==> src/rtl/obi_pkg.sv <==
// obi_pkg: shared OBI widths, manager index type and manager count
package obi_pkg;
  localparam int OBI_ADDR_W = 32;
  localparam int OBI_DATA_W = 32;
  localparam int NUM_MGR = 2;
  typedef logic mgr_idx_t;
endpackage

==> src/rtl/obi_owner_fifo.sv <==
// obi_owner_fifo: tracks which manager owns each outstanding transaction, in issue order
module obi_owner_fifo
  import obi_pkg::*;
#(
  parameter int DEPTH = 2
) (
  input  logic     clk_i,
  input  logic     rst_ni,
  input  logic     push,
  input  logic     pop,
  input  mgr_idx_t din,
  output mgr_idx_t head,
  output logic     full,
  output logic     empty
);
  localparam int PW = DEPTH > 1 ? $clog2(DEPTH) : 1;
  localparam int CW = $clog2(DEPTH) + 1;
  mgr_idx_t mem [DEPTH];
  logic [PW-1:0] wr_q, rd_q;
  logic [CW-1:0] cnt_q;
  logic do_push, do_pop;
  function automatic logic [PW-1:0] inc(input logic [PW-1:0] p);
    return p == PW'(DEPTH - 1) ? '0 : p + 1'b1;
  endfunction
  assign full = cnt_q == CW'(DEPTH);
  assign empty = cnt_q == '0;
  assign do_push = push & !full;
  assign do_pop = pop & !empty;
  assign head = mem[rd_q];
  always_ff @(posedge clk_i) if (do_push) mem[wr_q] <= din;
  always_ff @(posedge clk_i or negedge rst_ni) begin
    if (!rst_ni) begin
      wr_q <= '0;
      rd_q <= '0;
      cnt_q <= '0;
    end else begin
      if (do_push) wr_q <= inc(wr_q);
      if (do_pop) rd_q <= inc(rd_q);
      cnt_q <= cnt_q + CW'(do_push) - CW'(do_pop);
    end
  end
endmodule

==> src/rtl/obi_rr_arbiter.sv <==
// obi_rr_arbiter: 2-manager round-robin OBI arbiter with grant lock and in-order response routing
module obi_rr_arbiter
  import obi_pkg::*;
#(
  parameter int ADDR_W = OBI_ADDR_W,
  parameter int DATA_W = OBI_DATA_W,
  parameter int MAX_OUTST = 2
) (
  input  logic                        clk_i,
  input  logic                        rst_ni,
  input  logic [NUM_MGR-1:0]          mgr_req_i,
  output logic [NUM_MGR-1:0]          mgr_gnt_o,
  input  logic [NUM_MGR*ADDR_W-1:0]   mgr_addr_i,
  input  logic [NUM_MGR-1:0]          mgr_we_i,
  input  logic [NUM_MGR*DATA_W/8-1:0] mgr_be_i,
  input  logic [NUM_MGR*DATA_W-1:0]   mgr_wdata_i,
  output logic [NUM_MGR-1:0]          mgr_rvalid_o,
  output logic [DATA_W-1:0]           mgr_rdata_o,
  output logic                        slv_req_o,
  input  logic                        slv_gnt_i,
  output logic [ADDR_W-1:0]           slv_addr_o,
  output logic                        slv_we_o,
  output logic [DATA_W/8-1:0]         slv_be_o,
  output logic [DATA_W-1:0]           slv_wdata_o,
  input  logic                        slv_rvalid_i,
  input  logic [DATA_W-1:0]           slv_rdata_i,
  output logic                        busy_o,
  output logic                        resp_err_o
);
  localparam int BE_W = DATA_W / 8;
  mgr_idx_t sel, last_q, lock_sel_q, head;
  logic lock_q, act, accept, rsp, full, empty;
  assign sel = lock_q ? lock_sel_q :
               mgr_req_i == 2'b11 ? !last_q : mgr_req_i[1];
  // reset gating keeps every handshake output low while rst_ni is held
  assign act = rst_ni & mgr_req_i[sel];
  assign slv_req_o = act & !full;
  assign accept = slv_req_o & slv_gnt_i;
  assign slv_addr_o = act ? mgr_addr_i[int'(sel)*ADDR_W +: ADDR_W] : '0;
  assign slv_we_o = act & mgr_we_i[sel];
  assign slv_be_o = act ? mgr_be_i[int'(sel)*BE_W +: BE_W] : '0;
  assign slv_wdata_o = act ? mgr_wdata_i[int'(sel)*DATA_W +: DATA_W] : '0;
  assign mgr_gnt_o = accept ? NUM_MGR'(1) << sel : '0;
  assign rsp = rst_ni & slv_rvalid_i & !empty;
  assign mgr_rvalid_o = rsp ? NUM_MGR'(1) << head : '0;
  assign mgr_rdata_o = slv_rdata_i;
  assign resp_err_o = rst_ni & slv_rvalid_i & empty;
  assign busy_o = !empty;
  always_ff @(posedge clk_i or negedge rst_ni) begin
    if (!rst_ni) begin
      lock_q <= 1'b0;
      lock_sel_q <= 1'b0;
      last_q <= 1'b1;
    end else if (accept) begin
      lock_q <= 1'b0;
      last_q <= sel;
    end else if (slv_req_o) begin
      lock_q <= 1'b1;
      lock_sel_q <= sel;
    end
  end
  obi_owner_fifo #(.DEPTH(MAX_OUTST)) u_fifo (
    .clk_i(clk_i),
    .rst_ni(rst_ni),
    .push(accept),
    .pop(rsp),
    .din(sel),
    .head(head),
    .full(full),
    .empty(empty)
  );
endmodule

==> config.mk <==
export PLATFORM = sky130hd
export DESIGN_NAME = obi_rr_arbiter
export DESIGN_NICKNAME = d
export VERILOG_FILES = /design/src/rtl/obi_pkg.sv /design/src/rtl/obi_owner_fifo.sv /design/src/rtl/obi_rr_arbiter.sv
export SDC_FILE = /design/constraint.sdc
export NUM_CORES = 1
export LEC_CHECK = 0
export CAP_MARGIN = 20
export CORE_AREA = 2 2 109 111
export CTS_CLUSTER_SIZE = 40
export DETAILED_ROUTE_END_ITERATION = 10
export DIE_AREA = 0 0 111 113
export PLACE_DENSITY = 0.65
export SKIP_LAST_GASP = 1
export SLEW_MARGIN = 40
export SYNTH_ARGS = -nofsm -noshare
export SYNTH_HDL_FRONTEND = slang
export SYNTH_HIERARCHICAL = 1
export SYNTH_SLANG_ARGS = --single-unit
==> constraint.sdc <==
create_clock -name clk_i -period 6 [get_ports clk_i]
set_input_delay 1.5 -clock clk_i [delete_from_list [all_inputs] [get_ports clk_i]]
set_output_delay 1.5 -clock clk_i [all_outputs]
set_load 0.005 [all_outputs]
==> flow_metrics.py, run 1 <==
metrics = {
    "clock_network": {
        "clockBufferDepth": 2,
        "clkTransAtPathRegs_ns": 0.04,
        "htree_num_levels": 1,
        "cts_resized": 0,
        "ctsHoldBuffers": 0,
        "clkSinkCount": 9,
        "clk_latency_ns": 0.24,
        "root_buffer": "clkbuf_16",
        "cts_made_buffers": 3,
        "cts_setup_buffers": 0,
        "cts_tree": "built",
    },
    "flow_run": {
        "drv_cap": 0,
    },
    "floorplanning": {
        "rows": 39,
        "die_w_microns": 111,
        "ios": 284,
        "die_height_microns": 113,
        "initial_core_util": 0.1621,
        "core_area_sq_mm": 0.01127,
        "dieArea_sq_mm": 0.01254,
    },
    "timing": {
        "fin_ws_ns": 0.6544,
        "finalWorstPathRequiredPeriod_ns": 5.346,
        "rsz0062_at_grt": "no",
        "skew_ns": 0.001368,
        "holdWs_ns": 0.4773,
        "fmax_mhz": 187.1,
        "fin_tns_setup_ns": 0,
        "slew_viol_final": 0,
        "slew_headroom": 0.7285,
        "fin_crit_sh": 0.8909,
        "worst_pin_slew_ns": 0.4058,
        "hold_viol": 0,
        "setup_viol": 0,
    },
    "yosys": {
        "synth_area_sq_mm": 0.001827,
        "synthesis.area_per_instance_sq_um": 7.708,
        "async_flop_share": 0.7778,
        "ys.warnings.count": 6,
        "synth.area.top_cells": "mux2i_1 38%, nor2_1 16%, buf_4 14%, dfrtp_1 8.2%, buf_6 4.3%",
        "synth_flop_cell": "dfrtp_1",
        "yosys.area.top_type_share": 0.3836,
        "synth_top_area_cell": "mux2i_1",
        "synth_cell_types": 28,
        "yosysSeqAreaShare": 0.1295,
        "synth-seq-cells": 9,
        "synth_edf_count": 2,
        "syn_inst": 237,
        "synth_nets": 415,
    },
    "worst_setup_path": {
        "end_kind": "output port",
        "cp_max_fo": 41,
        "r2r_slack_ns": 3.85,
        "startpoint_type": "primary input",
        "path_class": "in -> out",
        "critPathRequiredTime_ns": 4.50,
        "reg2reg_depth": 10,
        "critPathArrivalTime_ns": 3.85,
    },
    "placement": {
        "dp_cells": 557,
        "place_hpwl_microns": 6890,
        "gp_congestion": 0.7583,
        "placed_area_sq_mm": 0.003906,
        "port_buffers": 219,
        "pre_cts_slack_ns": 0.6204,
    },
    "route": {
        "vias_per_cell": 4.082,
        "num_vias": 2290,
        "wl_microns": 7976,
        "drt-wirelength-per-cell_microns": 14.22,
        "drt-initial-drc-count": 62,
        "ant_nets": 0,
        "drcViolationCount": 0,
        "firstDrtPassIters": 4,
    },
    "global_route": {
        "grt_first_pass_wirelength_microns": 12130,
        "grt_antenna_before_repair": 0,
        "grt_pass1_vias": 2336,
        "grt-ovfl-total": 0,
        "grt_max_degree": 42,
        "track_usage": 0.1191,
    },
    "final_layout": {
        "multiInputGateArea_sq_mm": 0.001217,
        "ff_latch_area_sq_um": 236.5,
        "fin_util": 0.3535,
        "fillerInstances": 1156,
        "n_antenna_cell": 0,
        "area_growth_pct": 118.2,
        "final-instance-count-excl-fill": 561,
        "drive_gt1_frac": 0.03828,
        "nets": 597,
        "postLayoutCellArea_sq_mm": 0.003985,
    },
    "pwr": {
        "fin_total_pwr_mw": 1.124,
        "p_per_area_mw_per_mm2": 282.1,
        "p_leak_nw": 1.731,
        "ir_drop_mv": 0.1947,
    },
    "status": {
        "outcome": "complete, no violations",
    },
    "hold_path": {
        "holdPathStages": 1,
        "hold_path.class": "reg -> reg",
    },
}
synthesized netlist by cell type, drive strengths merged, types with 3 or more instances:
| cell | number |
|---|---|
| dfrtp | 6 |
| buf | 47 |
| nand2 | 5 |
| xnor2 | 3 |
| inv | 5 |
| nor2 | 78 |
| mux2i | 70 |
cells by family after synthesis:
| kind of cell | count (synthesis) | synth area share |
|---|---|---|
| AOI/OAI and AO/OA | 7 | 0.03014 |
| xor gates and xnor gates | 4 | 0.01918 |
| adders and majority gates | 2 | 0.01370 |
| buffers and inverters | 52 | 0.2082 |
| DFF | 9 | 0.1295 |
| muxes | 72 | 0.3959 |
| and+or+nand+nor | 91 | 0.2034 |
cell usage in the layout, fill, tap and decap left out, types with 2 or more instances in the layout:
master,synthesis,final
xnor2_1,3,3
edfxtp_1,2,2
buf_4,33,3
o21ai_0,2,2
clkbuf_16,0,3
buf_12,0,2
ha_1,2,2
dfrtp_1,6,6
clkdlybuf4s50_1,0,219
mux2i_1,70,70
nand2_1,5,4
inv_1,5,5
nor2_1,78,78
nand2b_1,2,2
metal layers:
metal,share of wire,track usage,vias up
met3,0.072,0.01875,29
met1,0.36,0.1273,1025
li1,-,-,1114
met4,0.029,0.04750,0
met5,0,0,-
met2,0.54,0.2331,122
power by group:
part,internal [mW],leakage [nW],switching (mW)
sequential,0.0947,0.0987,0.0265
combinational,0.516,1.59,0.368
clock,0.0888,0.0382,0.0295
registers in the layout, indices dropped and copies added, names as in the netlist:
signal	count
u_fifo/cnt_q	2
u_fifo/rd_q	1
u_fifo/wr_q	1
lock_q	1
last_q	1
lock_sel_q	1
u_fifo/mem	2
area by class of cell:
| cell class | count | area share |
|---|---|---|
| repair buffers | 224 | 0.5658 |
| multi-input cells | 176 | 0.3055 |
| flip-flops and latches | 9 | 0.05934 |
| well taps | 143 | 0.04490 |
| clock buffers | 4 | 0.01978 |
| inverters | 5 | 0.004710 |
critical path, cell delays in order:
cell and delay [ns]:
clkdlybuf4s50_1 0.53, a21boi_2 0.19, a2bb2oi_2 0.24, nand2_2 0.29, buf_4 0.36, nor2_1 0.18
clkdlybuf4s50_1 0.52
worst paths after layout:
path	from	to
max in group asynchronous	rst_ni	last_q$_DFFE_PN1P_
min in group asynchronous	rst_ni	u_fifo/rd_q$_DFFE_PN0P_
worst max register to register	lock_q$_DFFE_PN0P_	u_fifo/cnt_q[1]$_DFF_PN0_
worst min-delay path	u_fifo/rd_q$_DFFE_PN0P_	u_fifo/rd_q$_DFFE_PN0P_
worst min register to register	u_fifo/rd_q$_DFFE_PN0P_	u_fifo/rd_q$_DFFE_PN0P_
worst max-delay path	mgr_req_i[0]	slv_addr_o[19]
(Power assumes the default switching activity.)
==> run 2: changes to the inputs <==
--- a/config.mk
+++ b/config.mk
@@ -7,6 +7,7 @@
 export LEC_CHECK = 0
 export CAP_MARGIN = 20
 export CORE_AREA = 2 2 109 111
+export CTS_BUF_LIST = sky130_fd_sc_hd__clkbuf_16
 export CTS_CLUSTER_SIZE = 40
 export DETAILED_ROUTE_END_ITERATION = 10
 export DIE_AREA = 0 0 111 113
==> run 2 against run 1 <==
  * Via count fell by 0.13%
  * Critical endpoint unchanged
  * Final cell count did not move
  * Register-to-register slack barely moved
  * Maximum frequency barely moved
  * Flip-flop and latch count did not move
  * Setup slack improved by 0.00051 ns
  * First-iteration DRC count fell by 3.2%
  * Sequential power barely moved
  * Critical path depth did not move
  * Largest cell class unchanged
  * Combinational power barely moved
==> flow_metrics.py, run 2 (synthesis gave the netlist of run 1 again) <==
metrics = {
    "status": {
        "outcome": "complete, no violations",
    },
    "clock_network": {
        "cts_tree": "built",
        "cts_made_buffers": 3,
        "cts_resized": 0,
        "clkSinkCount": 9,
        "cts_setup_buffers": 0,
        "clkTransAtPathRegs_ns": 0.04,
        "root_buffer": "clkbuf_16",
        "htree_num_levels": 1,
        "clockBufferDepth": 2,
        "ctsHoldBuffers": 0,
        "clk_latency_ns": 0.24,
    },
    "timing": {
        "finalWorstPathRequiredPeriod_ns": 5.345,
        "slew_viol_final": 0,
        "fin_crit_sh": 0.8908,
        "slew_headroom": 0.7285,
        "fmax_mhz": 187.1,
        "hold_viol": 0,
        "fin_tns_setup_ns": 0,
        "setup_viol": 0,
        "skew_ns": 0.001570,
        "worst_pin_slew_ns": 0.4058,
        "rsz0062_at_grt": "no",
        "fin_ws_ns": 0.6549,
    },
    "hold_path": {
        "hold_path.class": "reg -> reg",
        "hp-start": "u_fifo/rd_q$_DFFE_PN0P_",
        "hold_end": "u_fifo/rd_q$_DFFE_PN0P_",
        "holdPathStages": 1,
    },
    "global_route": {
        "grt-ovfl-total": 0,
        "grt_antenna_before_repair": 0,
        "grt_first_pass_wirelength_microns": 12130,
        "grt_pass1_vias": 2336,
        "track_usage": 0.1191,
        "grt_max_degree": 42,
    },
    "pwr": {
        "p_per_area_mw_per_mm2": 281.6,
        "fin_total_pwr_mw": 1.122,
        "ir_drop_mv": 0.1941,
        "p_leak_nw": 1.735,
    },
    "placement": {
        "gp_congestion": 0.7583,
        "port_buffers": 219,
        "placed_area_sq_mm": 0.003906,
        "pre_cts_slack_ns": 0.6204,
        "place_hpwl_microns": 6890,
    },
    "route": {
        "drcViolationCount": 0,
        "drt-wirelength-per-cell_microns": 14.21,
        "num_vias": 2287,
        "ant_nets": 0,
        "vias_per_cell": 4.077,
        "drt-initial-drc-count": 60,
        "wl_microns": 7973,
        "firstDrtPassIters": 4,
    },
    "final_layout": {
        "reg_top3": "u_fifo/cnt_q (2), u_fifo/mem (2)",
        "postLayoutCellArea_sq_mm": 0.003985,
        "fin_util": 0.3535,
        "mostFrequentLayoutCells": "219 x clkdlybuf4s50_1, 78 x nor2_1, 70 x mux2i_1, 6 x inv_1, 6 x dfrtp_1",
        "n_antenna_cell": 0,
        "fillerInstances": 1156,
        "layout_commonest_cell": "clkdlybuf4s50_1",
        "area_growth_pct": 118.2,
        "drive_gt1_frac": 0.03828,
        "nets": 597,
    },
    "floorplanning": {
        "core_area_sq_mm": 0.01127,
        "rows": 39,
        "ios": 284,
        "dieArea_sq_mm": 0.01254,
        "initial_core_util": 0.1621,
        "die_w_microns": 111,
        "die_height_microns": 113,
    },
    "worst_setup_path": {
        "cp_max_fo": 41,
        "end_kind": "output port",
        "reg2reg_to": "u_fifo/cnt_q[1]$_DFF_PN0_",
        "startpoint_type": "primary input",
        "r2r-start": "lock_q$_DFFE_PN0P_",
        "reg2reg_depth": 10,
        "critPathArrivalTime_ns": 3.85,
        "critPathRequiredTime_ns": 4.50,
        "path_class": "in -> out",
        "r2r_slack_ns": 3.86,
    },
    "flow_run": {
        "drv_cap": 0,
    },
}
-- run 2: metal layers --
metal | global-route usage | wire length (microns)
met5 | 0 | 0
met4 | 0.04750 | 231
met3 | 0.01875 | 591
met2 | 0.2331 | 4284
met1 | 0.1273 | 2866
-- run 2: final cells by class --
cell class / instances / area [sq um] / area share
well taps: 143 / 178.9 / 0.04490
clock inverters: 1 / 3.754 / 0.0009419
inverters: 5 / 18.77 / 0.004710
flip-flops and latches: 9 / 236.5 / 0.05934
multi-input cells: 176 / 1217 / 0.3055
clock buffers: 3 / 75.07 / 0.01884
repair buffers: 224 / 2255 / 0.5658
-- run 2: worst max-delay path by stage --
stage | endpoint | from | cells after the start
global route | slv_addr_o[8] | mgr_req_i[0] | 7
floorplan | slv_addr_o[0] | mgr_req_i[1] | 6
finish | slv_addr_o[19] | mgr_req_i[0] | 7
CTS | slv_addr_o[19] | mgr_req_i[0] | 7
detailed placement | slv_addr_o[19] | mgr_req_i[0] | 7
global placement | slv_addr_o[19] | mgr_req_i[0] | 7
-- run 2: worst max-delay path, cell delays in order --
cell and delay, ns:
clkdlybuf4s50_1 0.53, a21boi_2 0.19, a2bb2oi_2 0.24, nand2_2 0.29, buf_4 0.36, nor2_1 0.18
clkdlybuf4s50_1 0.52
-- run 2: metrics by stage --
step           hold slack [ns]  cells
4_1_cts                 0.4840    561
6_report                0.4773    561
2_1_floorplan           0.4502    237
5_1_grt                 0.5098    561
3_3_place_gp            0.4689    557
3_5_place_dp            0.4793    557
-- run 2: power breakdown --
part | switching (mW) | internal [mW] | total, mW
combinational | 0.368 | 0.516 | 0.885
sequential | 0.0263 | 0.0947 | 0.121
clock | 0.0296 | 0.0871 | 0.117
total | 0.424 | 0.698 | 1.12
==> run 3: changes to the inputs <==
--- a/config.mk
+++ b/config.mk
@@ -7,7 +7,7 @@
 export LEC_CHECK = 0
 export CAP_MARGIN = 20
 export CORE_AREA = 2 2 109 111
-export CTS_BUF_LIST = sky130_fd_sc_hd__clkbuf_16
+export CTS_BUF_LIST = sky130_fd_sc_hd__clkbuf_4 sky130_fd_sc_hd__clkbuf_8
 export CTS_CLUSTER_SIZE = 40
 export DETAILED_ROUTE_END_ITERATION = 10
 export DIE_AREA = 0 0 111 113
==> run 3 against run 2 <==
  * Wire length shrank 0.15%
  * Final area decreased by 0.75%
  * Non-clock buffer count unchanged
  * Maximum frequency hardly changed
  * Power down 3.7%
  * Core utilization shrank 0.27 points
==> flow_metrics.py, run 3 (synthesis gave the netlist of run 1 again) <==
metrics = {
    "worst_setup_path": {
        "path_class": "in -> out",
        "cp_max_fo": 41,
        "crit_top_cell": "clkdlybuf4s50_1",
        "end_kind": "output port",
        "critPathRequiredTime_ns": 4.50,
        "reg2reg_depth": 10,
        "max_stage_delay_ns": 0.53,
        "startpoint_type": "primary input",
        "critPathArrivalTime_ns": 3.84,
        "r2r-start": "lock_q$_DFFE_PN0P_",
        "r2r_slack_ns": 3.87,
        "crit_chain": "clkdlybuf4s50_1, a21boi_2, a2bb2oi_2, nand2_2, buf_4, nor2_1, clkdlybuf4s50_1",
        "cp_slowest_cell": "clkdlybuf4s50_1",
        "reg2reg_to": "u_fifo/cnt_q[1]$_DFF_PN0_",
    },
    "pwr": {
        "swShare": 0.3880,
        "p_seq_frac": 0.112,
        "ir_drop_mv": 0.1937,
        "power.internal_mw": 0.6616,
        "p_per_area_mw_per_mm2": 273.3,
        "p_sw_mw": 0.4194,
        "p_clk_frac": 0.069,
        "p_leak_nw": 1.719,
        "comb_power_share": 0.819,
    },
    "clock_network": {
        "cts_setup_buffers": 0,
        "ctsHoldBuffers": 0,
        "cts_resized": 0,
        "cts_tree": "built",
        "clockBufferDepth": 2,
        "root_buffer": "clkbuf_8",
        "clkSinkCount": 9,
        "clk_latency_ns": 0.23,
        "clkTransAtPathRegs_ns": 0.04,
        "cts_made_buffers": 3,
        "htree_num_levels": 1,
    },
    "timing": {
        "setup_viol": 0,
        "slew_viol_final": 0,
        "fin_crit_sh": 0.8905,
        "hold_viol": 0,
        "finalWorstPathRequiredPeriod_ns": 5.343,
        "fin_tns_setup_ns": 0,
        "rsz0062_at_grt": "no",
        "fmax_mhz": 187.2,
        "slew_headroom": 0.7285,
        "skew_ns": 0.001396,
        "worst_pin_slew_ns": 0.4058,
    },
    "global_route": {
        "grt-ovfl-total": 0,
        "track_usage": 0.1186,
        "grt_first_pass_wirelength_microns": 12100,
        "grt_antenna_before_repair": 0,
        "grt_pass1_vias": 2337,
        "grt_max_degree": 42,
    },
    "hold_path": {
        "holdPathStages": 1,
        "hold_path.class": "reg -> reg",
        "hp-start": "u_fifo/rd_q$_DFFE_PN0P_",
        "hold_end": "u_fifo/rd_q$_DFFE_PN0P_",
    },
    "route": {
        "top_layer": "met4",
        "wl_microns": 7961,
        "vias_per_cell": 4.073,
        "drt-initial-drc-count": 59,
        "wl_met2_microns": 4289,
        "firstDrtPassIters": 4,
        "drt-wirelength-per-cell_microns": 14.19,
        "drcViolationCount": 0,
        "met3RoutedLength_microns": 587,
        "met1_length_microns": 2854,
        "num_vias": 2285,
        "ant_nets": 0,
    },
    "final_layout": {
        "area_growth_pct": 116.5,
        "fin_util": 0.3509,
        "reg_top3": "u_fifo/cnt_q (2), u_fifo/mem (2)",
        "drive_gt1_frac": 0.04067,
        "final-instance-count-excl-fill": 561,
        "layout_commonest_cell": "clkdlybuf4s50_1",
        "mostFrequentLayoutCells": "219 x clkdlybuf4s50_1, 78 x nor2_1, 70 x mux2i_1, 6 x dfrtp_1, 5 x inv_1",
        "n_antenna_cell": 0,
        "nets": 597,
    },
    "placement": {
        "port_buffers": 219,
        "dp_cells": 557,
        "gp_congestion": 0.7583,
        "place_hpwl_microns": 6890,
    },
    "floorplanning": {
        "dieArea_sq_mm": 0.01254,
        "initial_core_util": 0.1621,
        "rows": 39,
        "die_height_microns": 113,
        "die_w_microns": 111,
        "core_area_sq_mm": 0.01127,
        "ios": 284,
    },
    "flow_run": {
        "drv_cap": 0,
    },
    "status": {
        "outcome": "complete, no violations",
    },
}
==> run 3: changes by cell type in the layout (fill, tap and decap cells not counted), sizes merged <==
cell / change
inv: -1
clkbuf: +1
==> run 3: final cells by class <==
| class | instances | area, sq um |
|---|---|---|
| fillers | 1159 | 7317 |
| repair buffers | 224 | 2255 |
| multi-input cells | 176 | 1217 |
| flip-flops and latches | 9 | 236.5 |
| well taps | 143 | 178.9 |
| clock buffers | 4 | 48.80 |
| inverters | 5 | 18.77 |
==> run 3: metrics by stage <==
step | setup WS, ns | area, sq um | power, mW | hold WS [ns]
after CTS | 0.6109 | 3955 | 1.098 | 0.4849
after global placement | 0.7114 | 3906 | 1.004 | 0.4689
after global routing | 0.4753 | 3955 | 1.168 | 0.5108
after detailed placement | 0.6204 | 3906 | 1.020 | 0.4793
after floorplan | 2.152 | 1827 | 0.6668 | 0.4502
final | 0.6568 | 3955 | 1.081 | 0.4777
==> run 3: power by group through the flow <==
stage                     Sequential (mW)  Combinational, mW  Clock [mW]
after floorplan                     0.115              0.552           0
after global placement              0.120              0.884           0
after detailed placement            0.123              0.897           0
after CTS                           0.122              0.899      0.0779
after global routing                0.125              0.960      0.0823
final                               0.121              0.885      0.0749
==> run 3: worst max-delay path: cells and delay by family <==
kind                   cells  cell delay [ns]
AND/OR/NAND/NOR            2             0.47
AO/OA/AOI/OAI              2             0.43
buffers and inverters      3             1.41
==> run 3: per-layer routing <==
metal,global-route usage,vias to the layer above
met5,0,-
met4,0.04750,0
met3,0.01714,29
met2,0.2331,122
met1,0.1267,1020
li1,-,1114
==> run 3: worst max path at each step <==
stage	slack (ns)	end	start	cells past startpoint
after global routing	0.48	slv_addr_o[8]	mgr_req_i[0]	7
after global placement	0.71	slv_addr_o[19]	mgr_req_i[0]	7
after floorplan	2.15	slv_addr_o[0]	mgr_req_i[1]	6
after detailed placement	0.62	slv_addr_o[19]	mgr_req_i[0]	7
final	0.66	slv_addr_o[19]	mgr_req_i[0]	7
after CTS	0.61	slv_addr_o[19]	mgr_req_i[0]	7
